### src/rtl/bcd_scan_driver_pkg.sv
// Shared constants and types for the multiplexed 4-digit 7-segment scan driver.
package bcd_scan_driver_pkg;

    typedef logic [1:0] digit_idx_t;

    // Segment order {dp, g, f, e, d, c, b, a}, active-high.
    localparam logic [7:0] SEG_0    = 8'h3F;
    localparam logic [7:0] SEG_1    = 8'h06;
    localparam logic [7:0] SEG_2    = 8'h5B;
    localparam logic [7:0] SEG_3    = 8'h4F;
    localparam logic [7:0] SEG_4    = 8'h66;
    localparam logic [7:0] SEG_5    = 8'h6D;
    localparam logic [7:0] SEG_6    = 8'h7D;
    localparam logic [7:0] SEG_7    = 8'h07;
    localparam logic [7:0] SEG_8    = 8'h7F;
    localparam logic [7:0] SEG_9    = 8'h6F;
    localparam logic [7:0] SEG_DASH = 8'h40;
    localparam logic [7:0] SEG_OFF  = 8'h00;

    localparam logic [3:0] AN_OFF   = 4'b1111;

    // Active-low one-cold anode enable for a digit slot.
    function automatic logic [3:0] an_select(input digit_idx_t idx);
        an_select = ~(4'b0001 << idx);
    endfunction

endpackage

### src/rtl/bcd_seg_decode.sv
// Combinational BCD digit + decimal point to 7-segment pattern; non-BCD codes show a dash.
module bcd_seg_decode
    import bcd_scan_driver_pkg::*;
(
    input  logic [3:0] bcd,
    input  logic       dp,
    output logic [7:0] seg_c
);

    logic [7:0] glyph;

    always_comb begin
        glyph = SEG_DASH;
        case (bcd)
            4'd0:    glyph = SEG_0;
            4'd1:    glyph = SEG_1;
            4'd2:    glyph = SEG_2;
            4'd3:    glyph = SEG_3;
            4'd4:    glyph = SEG_4;
            4'd5:    glyph = SEG_5;
            4'd6:    glyph = SEG_6;
            4'd7:    glyph = SEG_7;
            4'd8:    glyph = SEG_8;
            4'd9:    glyph = SEG_9;
            default: glyph = SEG_DASH;
        endcase
        seg_c = {glyph[7] | dp, glyph[6:0]};
    end

endmodule

### src/rtl/bcd_scan_driver.sv
// Four-digit multiplexed 7-segment driver: frame-synchronous display register,
// rotating active-low anodes, optional leading-zero blanking.
module bcd_scan_driver
    import bcd_scan_driver_pkg::*;
#(
    parameter int unsigned SCAN_DIV = 50000
) (
    input  logic        clk,
    input  logic        rst_n,
    input  logic        load,
    input  logic [15:0] digits_in,
    input  logic [3:0]  dp_in,
    input  logic        blank_lz,
    output logic [7:0]  seg,
    output logic [3:0]  an,
    output logic        frame_done
);

    localparam int unsigned CW = $clog2(SCAN_DIV);

    logic [CW-1:0] cnt_q, cnt_d;
    digit_idx_t    ptr_q, ptr_d;
    logic [15:0]   pend_digits_q, pend_digits_d;
    logic [3:0]    pend_dp_q, pend_dp_d;
    logic          pend_valid_q, pend_valid_d;
    logic [15:0]   disp_digits_q, disp_digits_d;
    logic [3:0]    disp_dp_q, disp_dp_d;
    logic [7:0]    seg_q, seg_d;
    logic [3:0]    an_q, an_d;
    logic          frame_done_q, frame_done_d;

    logic          tick;
    logic          wrap;
    logic [3:0]    cur_digit;
    logic          cur_dp;
    logic [3:0]    lz;
    logic          blank_slot;
    logic [7:0]    dec_seg_c;

    // Prescaler, digit pointer, and the pending -> display handoff at frame boundaries.
    always_comb begin
        tick          = (cnt_q == CW'(SCAN_DIV - 1));
        wrap          = tick && (ptr_q == 2'd3);
        cnt_d         = tick ? '0 : cnt_q + CW'(1);
        ptr_d         = tick ? ptr_q + 2'd1 : ptr_q;
        pend_digits_d = pend_digits_q;
        pend_dp_d     = pend_dp_q;
        pend_valid_d  = pend_valid_q;
        disp_digits_d = disp_digits_q;
        disp_dp_d     = disp_dp_q;
        if (wrap) begin
            pend_valid_d = 1'b0;
            if (load) begin
                disp_digits_d = digits_in;
                disp_dp_d     = dp_in;
            end else if (pend_valid_q) begin
                disp_digits_d = pend_digits_q;
                disp_dp_d     = pend_dp_q;
            end
        end else if (load) begin
            pend_digits_d = digits_in;
            pend_dp_d     = dp_in;
            pend_valid_d  = 1'b1;
        end
    end

    // Slot content is taken from the post-update display so a wrap-cycle load shows at once.
    always_comb begin
        case (ptr_d)
            2'd0:    cur_digit = disp_digits_d[3:0];
            2'd1:    cur_digit = disp_digits_d[7:4];
            2'd2:    cur_digit = disp_digits_d[11:8];
            default: cur_digit = disp_digits_d[15:12];
        endcase
        cur_dp = disp_dp_d[ptr_d];

        lz[3]      = (disp_digits_d[15:12] == 4'd0);
        lz[2]      = lz[3] && (disp_digits_d[11:8] == 4'd0);
        lz[1]      = lz[2] && (disp_digits_d[7:4] == 4'd0);
        lz[0]      = 1'b0;
        blank_slot = blank_lz && lz[ptr_d];

        seg_d        = seg_q;
        an_d         = an_q;
        frame_done_d = wrap;
        if (tick) begin
            seg_d = blank_slot ? SEG_OFF : dec_seg_c;
            an_d  = blank_slot ? AN_OFF : an_select(ptr_d);
        end
    end

    bcd_seg_decode u_dec (
        .bcd   (cur_digit),
        .dp    (cur_dp),
        .seg_c (dec_seg_c)
    );

    always_ff @(posedge clk or negedge rst_n) begin
        if (!rst_n) begin
            cnt_q         <= '0;
            ptr_q         <= 2'd3;
            pend_digits_q <= '0;
            pend_dp_q     <= '0;
            pend_valid_q  <= 1'b0;
            disp_digits_q <= '0;
            disp_dp_q     <= '0;
            seg_q         <= SEG_OFF;
            an_q          <= AN_OFF;
            frame_done_q  <= 1'b0;
        end else begin
            cnt_q         <= cnt_d;
            ptr_q         <= ptr_d;
            pend_digits_q <= pend_digits_d;
            pend_dp_q     <= pend_dp_d;
            pend_valid_q  <= pend_valid_d;
            disp_digits_q <= disp_digits_d;
            disp_dp_q     <= disp_dp_d;
            seg_q         <= seg_d;
            an_q          <= an_d;
            frame_done_q  <= frame_done_d;
        end
    end

    assign seg        = seg_q;
    assign an         = an_q;
    assign frame_done = frame_done_q;

endmodule

### config.mk
export PLATFORM = sky130hd
export DESIGN_NAME = bcd_scan_driver
export DESIGN_NICKNAME = d
export VERILOG_FILES = /design/src/rtl/bcd_scan_driver_pkg.sv /design/src/rtl/bcd_seg_decode.sv /design/src/rtl/bcd_scan_driver.sv
export SDC_FILE = /design/constraint.sdc
export NUM_CORES = 1
export LEC_CHECK = 0
export ABC_AREA = 0
export ABC_CLOCK_PERIOD_IN_PS = 4550
export BUFFER_PORTS_ARGS = -buffer_cell sky130_fd_sc_hd__buf_2
export CORE_ASPECT_RATIO = 1.5
export CORE_MARGIN = 2
export CORE_UTILIZATION = 40
export CTS_CLUSTER_SIZE = 8
export DETAILED_ROUTE_END_ITERATION = 8
export GPL_TIMING_DRIVEN = 0
export PLACE_DENSITY_LB_ADDON = 0.15
export SYNTH_ARGS = -nofsm -noshare
export SYNTH_HDL_FRONTEND = slang
export SYNTH_SLANG_ARGS = --single-unit
### constraint.sdc
create_clock -name clk -period 4.55 [get_ports clk]
set_input_delay 0.91 -clock clk [delete_from_list [all_inputs] [get_ports clk]]
set_output_delay 0.91 -clock clk [all_outputs]
set_load 0.03 [all_outputs]
## Word level (Yosys, flattened, before mapping)

Memory sizes are Yosys's and may differ from the RTL's.
Cells that the tools add are included.

| word-level totals | value |
|---|---|
| register bits after elaboration | 72 |
| bits in read-only memories | 112 |
| input port bits | 24 |
| logic and storage cells | 49 |
| memories | 1 |

Memories:

| name | depth | bits a word | read ports | clocked after Yosys merged registers in | wr ports | line | text |
|---|---|---|---|---|---|---|---|
| (name not given) | 16 | 7 | 1 | 0 | 0 | bcd_seg_decode.sv:14 | `case (bcd)` |

| cells by class | value |
|---|---|
| $add $sub $neg | 2 |
| magnitude comparators | 1 |
| equality and inequality tests | 4 |
| shifts and indexed selects | 1 |
| muxes and demuxes | 17 |
| bitwise operators | 3 |
| reductions and logical operators | 10 |

Operators with widths:

| operator | number |
|---|---|
| 16-bit 2-to-1 mux | 4 |
| 16-bit by 1-bit adder with 16-bit output, second input constant | 1 |
| 16-bit == test, second input constant | 1 |
| 4-bit 2-to-1 mux | 4 |
| 4-bit logical NOT | 3 |
| 4-bit one-hot mux with 3 select lines | 1 |
| 8-bit 2-to-1 mux | 1 |
| 1-bit binary-select mux with 2-bit select | 2 |
| 2-bit == test, second input constant | 2 |
| 1-bit logical AND | 4 |
| 1-bit 2-to-1 mux | 4 |
| 4-bit inverter | 1 |
| 1-bit by 2-bit left shift with 4-bit output, first input constant | 1 |
| 2-bit by 3-bit < comparator with 1-bit output, second input constant | 1 |
| 2-bit by 1-bit adder with 2-bit output, second input constant | 1 |
| 2-bit by 1-bit == test with 1-bit output, second input constant | 1 |
| 2-bit logical NOT | 1 |
| 2-bit 2-to-1 mux | 1 |
| 2-bit AND reduction | 1 |
| 2-bit nonzero test | 1 |
| 1-bit inverter | 1 |
| 1-bit OR, first input constant | 1 |

## Depth between registers and ports, before layout

Gate-level depths: netlist of run 1.

| depth | value |
|---|---|
| depth in word-level cells | 10 |
| gate-level depth with buffers | 16 |
| depth with buffers taken out | 13 |

## By module

From an unflattened synthesis of run 1, not the netlist that was laid out.

| unflattened totals | value |
|---|---|
| cells, all modules | 362 |
| area, all modules | 3799.9 um^2 |

By module, submodules not included:

| module | instances | cells each | area an instance (um^2) | seq. area each (um^2) |
|---|---|---|---|---|
| bcd_scan_driver | 1 | 332 | 3567.2 | 1809.2 |
| bcd_seg_decode | 1 | 30 | 232.7 | 0.0 |

## Worst setup path before layout of run 1

Ideal clock, no wire load.

| timing path | value |
|---|---|
| path kind | reg-to-reg |
| from | register cnt_q[0] |
| to | register seg_q[0] (netlist: seg[0]) |
| library setup time | 77 ps |
| arrival time | 3075 ps |
| data required time | 4473 ps |
| path slack | 1397 ps |
| stages on the path, launching flop included | 16 |
| period minus slack after synthesis | 3153 ps |
| cell sequence | dfrtp_1 -> ha_1 -> and3_1 -> clkbuf_1 -> and4_4 -> buf_6 -> mux2i_4 -> inv_6 -> buf_6 -> a21oi_1 -> a211oi_1 -> or2_2 -> ha_1 -> or3_1 -> a21o_1 -> a21oi_1 |

| between the ends | value |
|---|---|
| elaborated cells on any way between the ends | 18 |
| classes of those cells | eq/ne (3); mux (6); reduce/logical (8); memory (1) |

RTL lines:

| what | line | text |
|---|---|---|
| start: declaration | bcd_scan_driver.sv:21 | `logic [CW-1:0] cnt_q, cnt_d;` |
| start signal: assignment | bcd_scan_driver.sv:111 | `cnt_q <= cnt_d;` |
| 16-bit == test * | bcd_scan_driver.sv:42 | `tick = (cnt_q == CW'(SCAN_DIV - 1));` |
| 2-bit 2-to-1 mux * | bcd_scan_driver.sv:45 | `ptr_d = tick ? ptr_q + 2'd1 : ptr_q;` |
| via ptr_d[1] | bcd_scan_driver.sv:22 | `digit_idx_t ptr_q, ptr_d;` |
| 2-bit == test, or another cell as far along | bcd_scan_driver.sv:69 | `case (ptr_d)` |
| 4-bit one-hot mux with 3 select lines or 1-bit 2-to-1 mux (tied branches) | bcd_scan_driver.sv:69, bcd_scan_driver.sv:81 |  |
| memory read 16 x 7 bit or 1-bit logical AND (tied branches) | - |  |
| 8-bit 2-to-1 mux * | bcd_scan_driver.sv:87 | `seg_d = blank_slot ? SEG_OFF : dec_seg_c;` |
| end signal: assignment | bcd_scan_driver.sv:118 | `seg_q <= seg_d;` |
| end: declaration | bcd_scan_driver.sv:28 | `logic [7:0] seg_q, seg_d;` |

The timed path passes the listed nets; every way through them passes the cells marked *. The select of a mux whose other input is x is not followed.
A chain may end at the register's enable or synchronous reset.

## Worst setup path after layout of run 1

Ends and elaborated chain as after synthesis.

==> flow_metrics.py, run 1 <==
metrics = {
    "status": {
        "status": "complete, no violations",
    },
    "setup_path": {
        "required_ps": 4820,
        "cp_cell_sequence": "ha_1 -> and3_1 -> clkbuf_1 -> and4_4 -> buf_6 -> mux2i_4 -> inv_6 -> buf_6 -> nor3_1 -> a211oi_1 -> or2_2 -> ha_1 -> or3_1 -> a21o_1 -> a21oi_1",
        "timing.rr.start": "cnt_q[0]",
        "worstReg2RegEnd": "seg[0]",
        "r2r_cells": 15,
        "critPathKind": "reg -> reg",
        "cp-start-kind": "flop",
        "critPathCaptureType": "flop",
        "slowest_delay_ps": 380,
        "cp_max_fo": 10,
        "slowest_stage": "mux2i_4",
        "worst-r2r-setup-slack_ps": 870,
        "arrival_ps": 3940,
    },
    "detailed_routing": {
        "vias": 2832,
        "dr.pass1.iters": 4,
        "drt_wl_total_mm": 8.931,
        "drt_iter0_drc": 196,
        "wl_per_cell_um": 17.34,
        "drcViolationCount": 0,
        "via_per_inst": 5.499,
        "ant_nets": 0,
    },
    "die": {
        "core.rowCount": 43,
        "coreArea_um2": 9254,
        "dieHeight_um": 123.1,
        "die_w_um": 83.43,
        "initial_core_util": 0.4090,
        "ios": 37,
        "die_area_um2": 10270,
    },
    "logic_synthesis": {
        "ys.flop_type": "dfrtp_1",
        "syn_nets": 382,
        "synth-seq-cells": 72,
        "netlist_top_cells_area": "dfrtp_1 44%, mux2_2 6.2%, dfstp_2 4.2%, nand3_1 3.3%, nand2_1 3.3%",
        "synth_cells": 350,
        "synth-seq-area-share": 0.4780,
        "synth_top_area_share": 0.4364,
        "ys_types": 64,
        "syn_area_per_cell_um2": 10.81,
        "synth_edf_count": 0,
        "yosysWarnings": 0,
        "synthArstFlopShare": 1.000,
        "yosys.area.top_type": "dfrtp_1",
        "synth_area_um2": 3785,
    },
    "global_route": {
        "grt.total_usage": 0.1837,
        "antenna_found_initial": 0,
        "grt_pass1_wl_mm": 14.54,
        "grt_max_degree": 59,
        "grt_pass1_vias": 2794,
        "globalRoute.totalOverflow": 0,
    },
    "final_layout": {
        "area_delta_synth_final_pct": 17.59,
        "register_area_um2": 1809,
        "multi_input_area_um2": 1831,
        "drive_above_1_share": 0.2730,
        "final_common_cell": "dfrtp_1",
        "layout_common_cells": "66 x dfrtp_1, 36 x buf_2, 33 x nand2_1",
        "fin_nets": 430,
        "diodes": 0,
        "n_fill_cell": 883,
    },
    "clock_tree": {
        "clock-sinks": 72,
        "cts_tree": "built",
        "cts_buffers": 9,
        "postCtsHoldBufs": 0,
        "cts.path.max_buffers": 2,
        "cts-root-buf": "clkbuf_16",
        "htree_levels": 3,
        "insertion_delay_ps": 350,
        "post_cts_resized": 0,
        "post-cts-setup-buffer-count": 0,
        "clk_pin_slew_ps": 60,
    },
    "place": {
        "dp_hpwl_mm": 6.408,
        "pre_cts_slack_ps": 642.2,
        "io_buffers": 36,
        "gp_congestion": 0.8236,
    },
    "sta": {
        "final_hold_viol_count": 0,
        "max-slew-margin-rel": 0.5175,
        "worst_pin_slew_ps": 723.8,
        "finalWorstSetupSlack_ps": 874.8,
        "fmax_mhz": 272.1,
        "rsz0062_at_grt": "false",
        "fin_crit_ps": 3675,
        "fin_worst_skew_ps": 6.978,
        "final-setup-viol-count": 0,
        "setup_tns_ps": 0,
        "maxSlewViolCount": 0,
        "period_share": 0.8077,
    },
    "pwr": {
        "p_leak_nw": 1.973,
        "p_per_area_nw_per_um2": 335.6,
        "irDropWorstVdd_mv": 0.2053,
    },
    "worst_hold_path": {
        "min_path_type": "in -> async",
    },
    "run": {
        "cap_violations": 0,
    },
}
==> state kept, by name (all words and copies together) (netlist names) <==
name           count
an                 4
ptr_q              2
frame_done         1
pend_valid_q       1
cnt_q             16
pend_dp_q          4
disp_digits_q     16
seg                8
disp_dp_q          4
pend_digits_q     16
==> cells in the mapped netlist (6+ instances only) <==
cell,count
dfstp_2,6
dfrtp_1,66
nand2_1,33
a21oi_1,9
clkbuf_1,10
xor2_1,9
nor3_1,6
a32oi_1,14
ha_1,8
nor2_1,28
inv_1,8
and2_1,6
mux2_2,21
nand3_1,25
==> final cells by class <==
type,count,share of cell area
multi-input combinational,251,0.4113
sequential,72,0.4065
clock buffer,13,0.05623
timing repair buffer,37,0.04723
tap,112,0.03149
buffer,17,0.02305
clock inverter,3,0.01462
inverter,10,0.009559
==> through the flow <==
stage | instances | total power [mW] | util | hold slack [ps] | area, um2
floorplan | 350 | 0.7052 | - | 425.1 | 3785
global placement | 498 | 0.7403 | 0.4436 | 456.1 | 4105
detailed placement | 499 | 0.7451 | 0.4469 | 468.4 | 4135
CTS | 515 | 1.507 | 0.4809 | 431.6 | 4451
global route | 515 | 1.538 | 0.4809 | 437.8 | 4451
finish | 515 | 1.494 | 0.4809 | 421.5 | 4451
==> cells by family after synthesis <==
kind of cell             count (synthesis)  synth area share
buffers and inverters                   27           0.03834
AND/OR/NAND/NOR                        131            0.1841
multiplexers                            27           0.08165
XOR/XNOR                                15           0.03670
AO/OA/AOI/OAI                           70            0.1547
adder cells (fa/ha/maj)                  8           0.02645
flip-flops                              72            0.4780
==> routing by layer <==
metal | GRT usage | share of wire | up-vias
met1 | 0.2267 | 0.44 | 1403
met2 | 0.3115 | 0.50 | 53
met3 | 0.03805 | 0.039 | 11
li1 | - | - | 1365
met4 | 0.08367 | 0.017 | 0
met5 | 0 | 0 | -
==> critical path, delay by kind of cell (launching register included) <==
kind | cells | cell delay, ps
and+or+nand+nor | 5 | 1350
adders and majority gates | 2 | 380
DFF | 1 | 370
buffers and inverters | 4 | 670
AOI/OAI and AO/OA | 3 | 440
muxes | 1 | 380
==> worst max-delay path by stage <==
stage / startpoint / endpoint / depth (start not counted)
after floorplan: cnt_q[0] / seg[0] / 15
after global placement: load / seg[6] / 12
after detailed placement: load / seg[6] / 12
after CTS: cnt_q[0] / seg[0] / 15
after global routing: cnt_q[0] / seg[0] / 15
final: cnt_q[0] / seg[0] / 15
==> power by group <==
group / switching [mW] / internal, mW / leakage, nW
logic: 0.0350 / 0.0294 / 0.984
registers: 0.00885 / 0.659 / 0.835
clock network: 0.267 / 0.495 / 0.154
total: 0.311 / 1.18 / 1.97
Note: power is estimated with default switching activity, not from simulation.
==> run 2: changes to the inputs <==
- ABC_AREA: 0 -> 1
- ABC_CLOCK_PERIOD_IN_PS: 4550 -> 3500
- clock period: 4.55 -> 3.5 ns (I/O delays scaled with it)
==> run 2 against run 1 <==
Effect of this change: register-to-register slack worse by 130 ps; sequential share of layout area shrank 2.6 points; die area up 7.3%; sequential cell count unchanged; worst hold slack lost 140 ps; synthesized area increased by 7.6%; clock skew shrank 1.0 ps; fmax up 33%; cell area increased by 6.7%; first-iteration DRC count fell by 13%; critical path type unchanged; largest cell class unchanged; highest routed layer unchanged.
==> flow_metrics.py, run 2 <==
metrics = {
    "status": {
        "status": "complete, no violations",
    },
    "final_layout": {
        "final_common_cell": "nand2_1",
        "area_delta_synth_final_pct": 16.66,
        "drive_above_1_share": 0.2339,
        "fin_nets": 600,
        "design_area_um2": 4750,
        "stdcell_count": 690,
        "layout_common_cells": "162 x nand2_1, 66 x dfrtp_1, 54 x inv_1",
        "diodes": 0,
        "n_fill_cell": 1031,
        "top_regs": "cnt_q x16, disp_digits_q x16, pend_digits_q x16",
    },
    "global_route": {
        "met1_usage": 0.2268,
        "grt_pass1_vias": 3450,
        "antenna_found_initial": 0,
        "busiest_layer": "met2",
        "global_route.usage.met2": 0.3425,
        "grt.total_usage": 0.1946,
        "use_met3": 0.03747,
        "grt_max_degree": 48,
        "grt_pass1_wl_mm": 16.59,
        "globalRoute.totalOverflow": 0,
    },
    "clock_tree": {
        "cts-root-buf": "clkbuf_16",
        "htree_levels": 3,
        "cts_buffers": 9,
        "insertion_delay_ps": 330,
        "clock-sinks": 72,
        "cts.path.max_buffers": 2,
        "post-cts-setup-buffer-count": 0,
        "postCtsHoldBufs": 0,
        "cts_tree": "built",
        "clk_pin_slew_ps": 60,
        "post_cts_resized": 0,
    },
    "worst_hold_path": {
        "min_path_type": "in -> async",
    },
    "detailed_routing": {
        "vias": 3411,
        "dr.pass1.iters": 4,
        "via_per_inst": 4.943,
        "ant_nets": 0,
        "drcViolationCount": 0,
        "drt_iter0_drc": 170,
        "wl_per_cell_um": 14.37,
        "drt_wl_total_mm": 9.913,
    },
    "logic_synthesis": {
        "synthTopCellsByCount": "162 x nand2_1, 66 x dfrtp_1, 54 x inv_1",
        "synth-seq-cells": 72,
        "ys_types": 38,
        "ys.flop_type": "dfrtp_1",
        "synth_area_um2": 4071,
        "syn_nets": 552,
        "yosys.area.top_type": "dfrtp_1",
        "synth_cells": 520,
        "synth_top_area_share": 0.4057,
        "netlist_top_cells_area": "dfrtp_1 41%, nand2_1 15%, inv_1 5.0%, nand3_1 4.3%, dfstp_2 3.9%",
        "syn_area_per_cell_um2": 7.830,
        "synthArstFlopShare": 1.000,
        "yosysWarnings": 0,
        "synth_edf_count": 0,
        "synth-seq-area-share": 0.4444,
        "synth.most_common_cell": "nand2_1",
    },
    "setup_path": {
        "timing.rr.start": "cnt_q[0]",
        "cp_max_fo": 7,
        "arrival_ps": 2970,
        "slowest_delay_ps": 370,
        "worstReg2RegEnd": "seg[0]",
        "critPathKind": "reg -> reg",
        "cpMostUsedCell": "nand3_1",
        "cp_cell_sequence": "ha_1 -> nand3_4 -> nor2_4 -> nand3_2 -> nor2_2 -> nor2_1 -> a21oi_1 -> nand2_1 -> nand3_1 -> nor2_1 -> inv_1 -> ha_1 -> inv_1 -> nand4_1 -> nand3_1 -> nand3_1 -> nand2_1",
        "slowest_stage": "dfrtp_1",
        "required_ps": 3720,
        "r2r_cells": 17,
        "cp-start-kind": "flop",
        "critical_path.endpoint": "seg[0]",
        "critPathCaptureType": "flop",
        "worst-r2r-setup-slack_ps": 750,
        "startpoint": "cnt_q[0]",
    },
    "sta": {
        "period_share": 0.7866,
        "holdWs_ps": 277.1,
        "final_hold_viol_count": 0,
        "worst_pin_slew_ps": 578.2,
        "fin_crit_ps": 2753,
        "fmax_mhz": 363.2,
        "maxSlewViolCount": 0,
        "final-setup-viol-count": 0,
        "max-slew-margin-rel": 0.6146,
        "rsz0062_at_grt": "false",
        "fin_worst_skew_ps": 5.960,
        "setup_tns_ps": 0,
    },
    "pwr": {
        "p_per_area_nw_per_um2": 417.7,
        "power_mw": 1.984,
        "p_leak_nw": 2.308,
        "irDropWorstVdd_mv": 0.2686,
    },
    "die": {
        "coreArea_um2": 10020,
        "dieHeight_um": 127.6,
        "core.rowCount": 45,
        "ios": 37,
        "initial_core_util": 0.4062,
        "die_w_um": 86.38,
        "die_area_um2": 11020,
    },
    "place": {
        "placedCellCount": 674,
        "dp_hpwl_mm": 7.429,
        "dpl-instance-area_um2": 4428,
        "gp_congestion": 0.8335,
        "io_buffers": 36,
    },
    "run": {
        "cap_violations": 0,
    },
}
run 2: cell types whose count changed in the layout (fill, tap and decap cells not counted), sizes merged, moves of 7 or more:
cell	delta
nand2	+153
inv	+53
nor2	+26
o21ai	+24
a32oi	-15
mux2	-12
nand3	+12
clkbuf	-8
xor2	-7
run 2: where the power goes:
group / switching [mW] / internal (mW)
logic: 0.0765 / 0.0514
registers: 0.0121 / 0.859
clock network: 0.346 / 0.639
run 2: worst min-delay path by stage:
stage	slack [ps]	start	to	depth (start not counted)
final	280	rst_n	pend_dp_q[1]	1
after global routing	310	rst_n	pend_dp_q[1]	1
after CTS	290	rst_n	pend_dp_q[1]	1
after detailed placement	450	cnt_q[0]	cnt_q[0]	1
after global placement	440	cnt_q[0]	cnt_q[0]	1
after floorplan	400	rst_n	cnt_q[0]	0
run 2: cells by family (layout without fill, tap and decap cells):
logic type      after synthesis  in the layout  synth area share
buf+inv                      75            128           0.07345
compound gates               58             58           0.07837
mux                           9              9           0.02489
xor+xnor                      2              2          0.004303
flops                        72             72            0.4444
simple gates                296            296            0.3500
fa+ha+maj                     8              8           0.02459
run 2: through the flow:
stage	util	setup slack, ps
after floorplan	-	1190
after global placement	0.4388	450.5
after detailed placement	0.4418	406.9
after CTS	0.4739	689.2
after global routing	0.4739	395.5
final	0.4739	747.0
run 2: cell type report:
cell class              count  area (um2)  area share
clock inverters             6       82.58     0.01739
clock buffers              10       239.0     0.05032
plain buffers              11       55.05     0.01159
multi-input cells         373        1963      0.4133
well taps                 117       146.4     0.03082
repair buffers             37       210.2     0.04426
flip-flops and latches     72        1809      0.3809
inverters                  64       244.0     0.05137
run 2: critical path: cells and delay by family (launching register included):
kind                       cells  cell delay [ps]
AOI/OAI and AO/OA              1              160
and+or+nand+nor               12             1560
buffers and inverters          2              160
DFF                            1              370
adders and majority gates      2              400
run 2: routing by layer:
| metal | routed length [um] | share of wire |
|---|---|---|
| met3 | 268 | 0.027 |
| met5 | 0 | 0 |
| met1 | 4155 | 0.42 |
| met4 | 205 | 0.021 |
| met2 | 5284 | 0.53 |
==> run 3: changes to the inputs <==
- ABC_CLOCK_PERIOD_IN_PS: 3500 -> 2200
- clock period: 3.5 -> 2.2 ns (I/O delays scaled with it)
==> run 3 against run 2 <==
Effect of this change: the flow now finishes with violations (negative setup slack); cell area rose by 15%; total power rose by 63%; final cell count rose by 6.8%; critical path type unchanged; critical endpoint is now seg[5].
==> flow_metrics.py, run 3 (synthesized netlist as in run 2, its figures left out) <==
metrics = {
    "status": {
        "status": "finished, violations left",
        "violations": "negative setup slack",
    },
    "die": {
        "initial_core_util": 0.4062,
        "core.rowCount": 45,
        "ios": 37,
        "die_w_um": 86.38,
        "coreArea_um2": 10020,
        "dieHeight_um": 127.6,
        "die_area_um2": 11020,
    },
    "global_route": {
        "global_route.usage.met2": 0.3710,
        "grt.total_usage": 0.2076,
        "antenna_found_initial": 0,
        "grt_max_degree": 48,
        "grt_pass1_wl_mm": 17.70,
        "use_met3": 0.02972,
        "busiest_layer": "met2",
        "globalRoute.totalOverflow": 0,
        "met1_usage": 0.2374,
        "grt_pass1_vias": 3690,
    },
    "detailed_routing": {
        "dr.pass1.iters": 4,
        "wl_per_cell_um": 15.10,
        "vias": 3715,
        "drt_wl_total_mm": 11.13,
        "drcViolationCount": 0,
        "drt_iter0_drc": 222,
        "ant_nets": 0,
        "via_per_inst": 5.041,
    },
    "sta": {
        "final-setup-viol-count": 12,
        "max-slew-margin-rel": 0.6292,
        "worst_pin_slew_ps": 556.2,
        "fin_crit_ps": 2426,
        "period_share": 1.103,
        "rsz0062_at_grt": "true",
        "finalWorstSetupSlack_ps": -225.6,
        "fin_worst_skew_ps": 4.297,
        "fmax_mhz": 412.3,
        "setup_tns_ps": -2203,
        "maxSlewViolCount": 0,
        "final_hold_viol_count": 0,
    },
    "clock_tree": {
        "cts.path.max_buffers": 2,
        "htree_levels": 3,
        "postCtsHoldBufs": 0,
        "clock-sinks": 72,
        "cts-root-buf": "clkbuf_16",
        "clk_pin_slew_ps": 60,
        "cts_tree": "built",
        "cts_buffers": 9,
        "insertion_delay_ps": 340,
    },
    "setup_path": {
        "worstReg2RegEnd": "seg[5]",
        "slowest_stage": "dfrtp_1",
        "cp-start-kind": "flop",
        "cp_cell_sequence": "ha_4 -> nand3_4 -> nor2_4 -> nand3_4 -> buf_8 -> buf_6 -> buf_6 -> nand2_4 -> nand2_4 -> nor2_1 -> nand2_1 -> nor2_2 -> nand3_1 -> nand2_2 -> clkinv_4 -> nand3_2 -> nand2_1",
        "crit_cells": 17,
        "cp_max_fo": 8,
        "worst-r2r-setup-slack_ps": -230,
        "timing.rr.start": "cnt_q[0]",
        "startpoint": "cnt_q[0]",
        "crit_family": "simple AND/OR/NAND/NOR gates",
        "critical_path.endpoint": "seg[5]",
        "slowest_delay_ps": 400,
        "required_ps": 2430,
        "arrival_ps": 2660,
        "critPathKind": "reg -> reg",
        "critPathCaptureType": "flop",
        "r2r_cells": 17,
        "crit_buf_inv": 4,
    },
    "final_layout": {
        "diodes": 0,
        "top_regs": "cnt_q x16, disp_digits_q x16, pend_digits_q x16",
        "fin_nets": 647,
        "drive_above_1_share": 0.3774,
        "layout_common_cells": "146 x nand2_1, 62 x dfrtp_1, 51 x inv_1",
        "n_fill_cell": 953,
        "final_common_cell": "nand2_1",
        "area_delta_synth_final_pct": 33.65,
    },
    "pwr": {
        "power_mw": 3.227,
        "irDropWorstVdd_mv": 0.4799,
        "p_per_area_nw_per_um2": 593.0,
        "p_leak_nw": 2.614,
    },
    "place": {
        "io_buffers": 36,
        "gp_congestion": 0.8326,
        "dp_hpwl_mm": 7.552,
    },
    "worst_hold_path": {
        "min_path_type": "in -> async",
    },
    "run": {
        "cap_violations": 0,
    },
}
run 3: cell types whose count changed in the layout (fill, tap and decap cells not counted), moves of 7 or more:
cell and change:
nand2_2 +7, nand3_1 -12, nand2_4 +9, nand3_2 +11, buf_4 +42, nor2_1 -9, nand2_1 -16
run 3: cell type report:
class / instances / area (um2) / area share
multi-input combinational: 373 / 2233 / 0.4104
sequential: 72 / 1814 / 0.3334
timing repair buffer: 84 / 590.6 / 0.1085
inverter: 64 / 259.0 / 0.04760
clock buffer: 11 / 252.7 / 0.04645
tap: 117 / 146.4 / 0.02690
clock inverter: 5 / 78.83 / 0.01449
buffer: 11 / 66.31 / 0.01219
run 3: worst min path at each step:
| stage | start | to | depth (start not counted) |
|---|---|---|---|
| 2_1_floorplan | rst_n | cnt_q[0] | 0 |
| 3_3_place_gp | cnt_q[0] | cnt_q[0] | 1 |
| 3_5_place_dp | rst_n | frame_done | 1 |
| 4_1_cts | rst_n | pend_digits_q[3] | 1 |
| 5_1_grt | rst_n | pend_digits_q[0] | 1 |
| 6_report | rst_n | frame_done | 1 |
run 3: layer usage:
metal / vias up / part of all wire
li1: 1838 / -
met1: 1770 / 0.39
met2: 77 / 0.55
met3: 30 / 0.029
met4: 0 / 0.035
met5: - / 0
run 3: metrics by stage:
step / cell area [um2] / hold slack (ps) / setup slack (ps) / std cells / util
after detailed placement: 4438 / 386.9 / -503.8 / 674 / 0.4428
after CTS: 5044 / 24.08 / -177.6 / 713 / 0.5032
after global placement: 4408 / 449.6 / -467.2 / 673 / 0.4398
final: 5441 / 15.11 / -225.6 / 737 / 0.5429
after floorplan: 4081 / 144.4 / 18.44 / 520 / -
after global routing: 5441 / 50.32 / -374.1 / 737 / 0.5429
run 3: repair_timing:
action / CTS / global route
resized for setup: 28 / 58
pin swaps: 20 / 46
setup buffers: 23 / 24
setup endpoints to repair: 10 / 14
run 3: where the power goes:
| group | switching, mW | total (mW) | internal, mW | leakage (nW) |
|---|---|---|---|---|
| Combinational | 0.132 | 0.225 | 0.0935 | 1.65 |
| Clock | 0.564 | 1.62 | 1.05 | 0.165 |
| Sequential | 0.0197 | 1.39 | 1.37 | 0.798 |
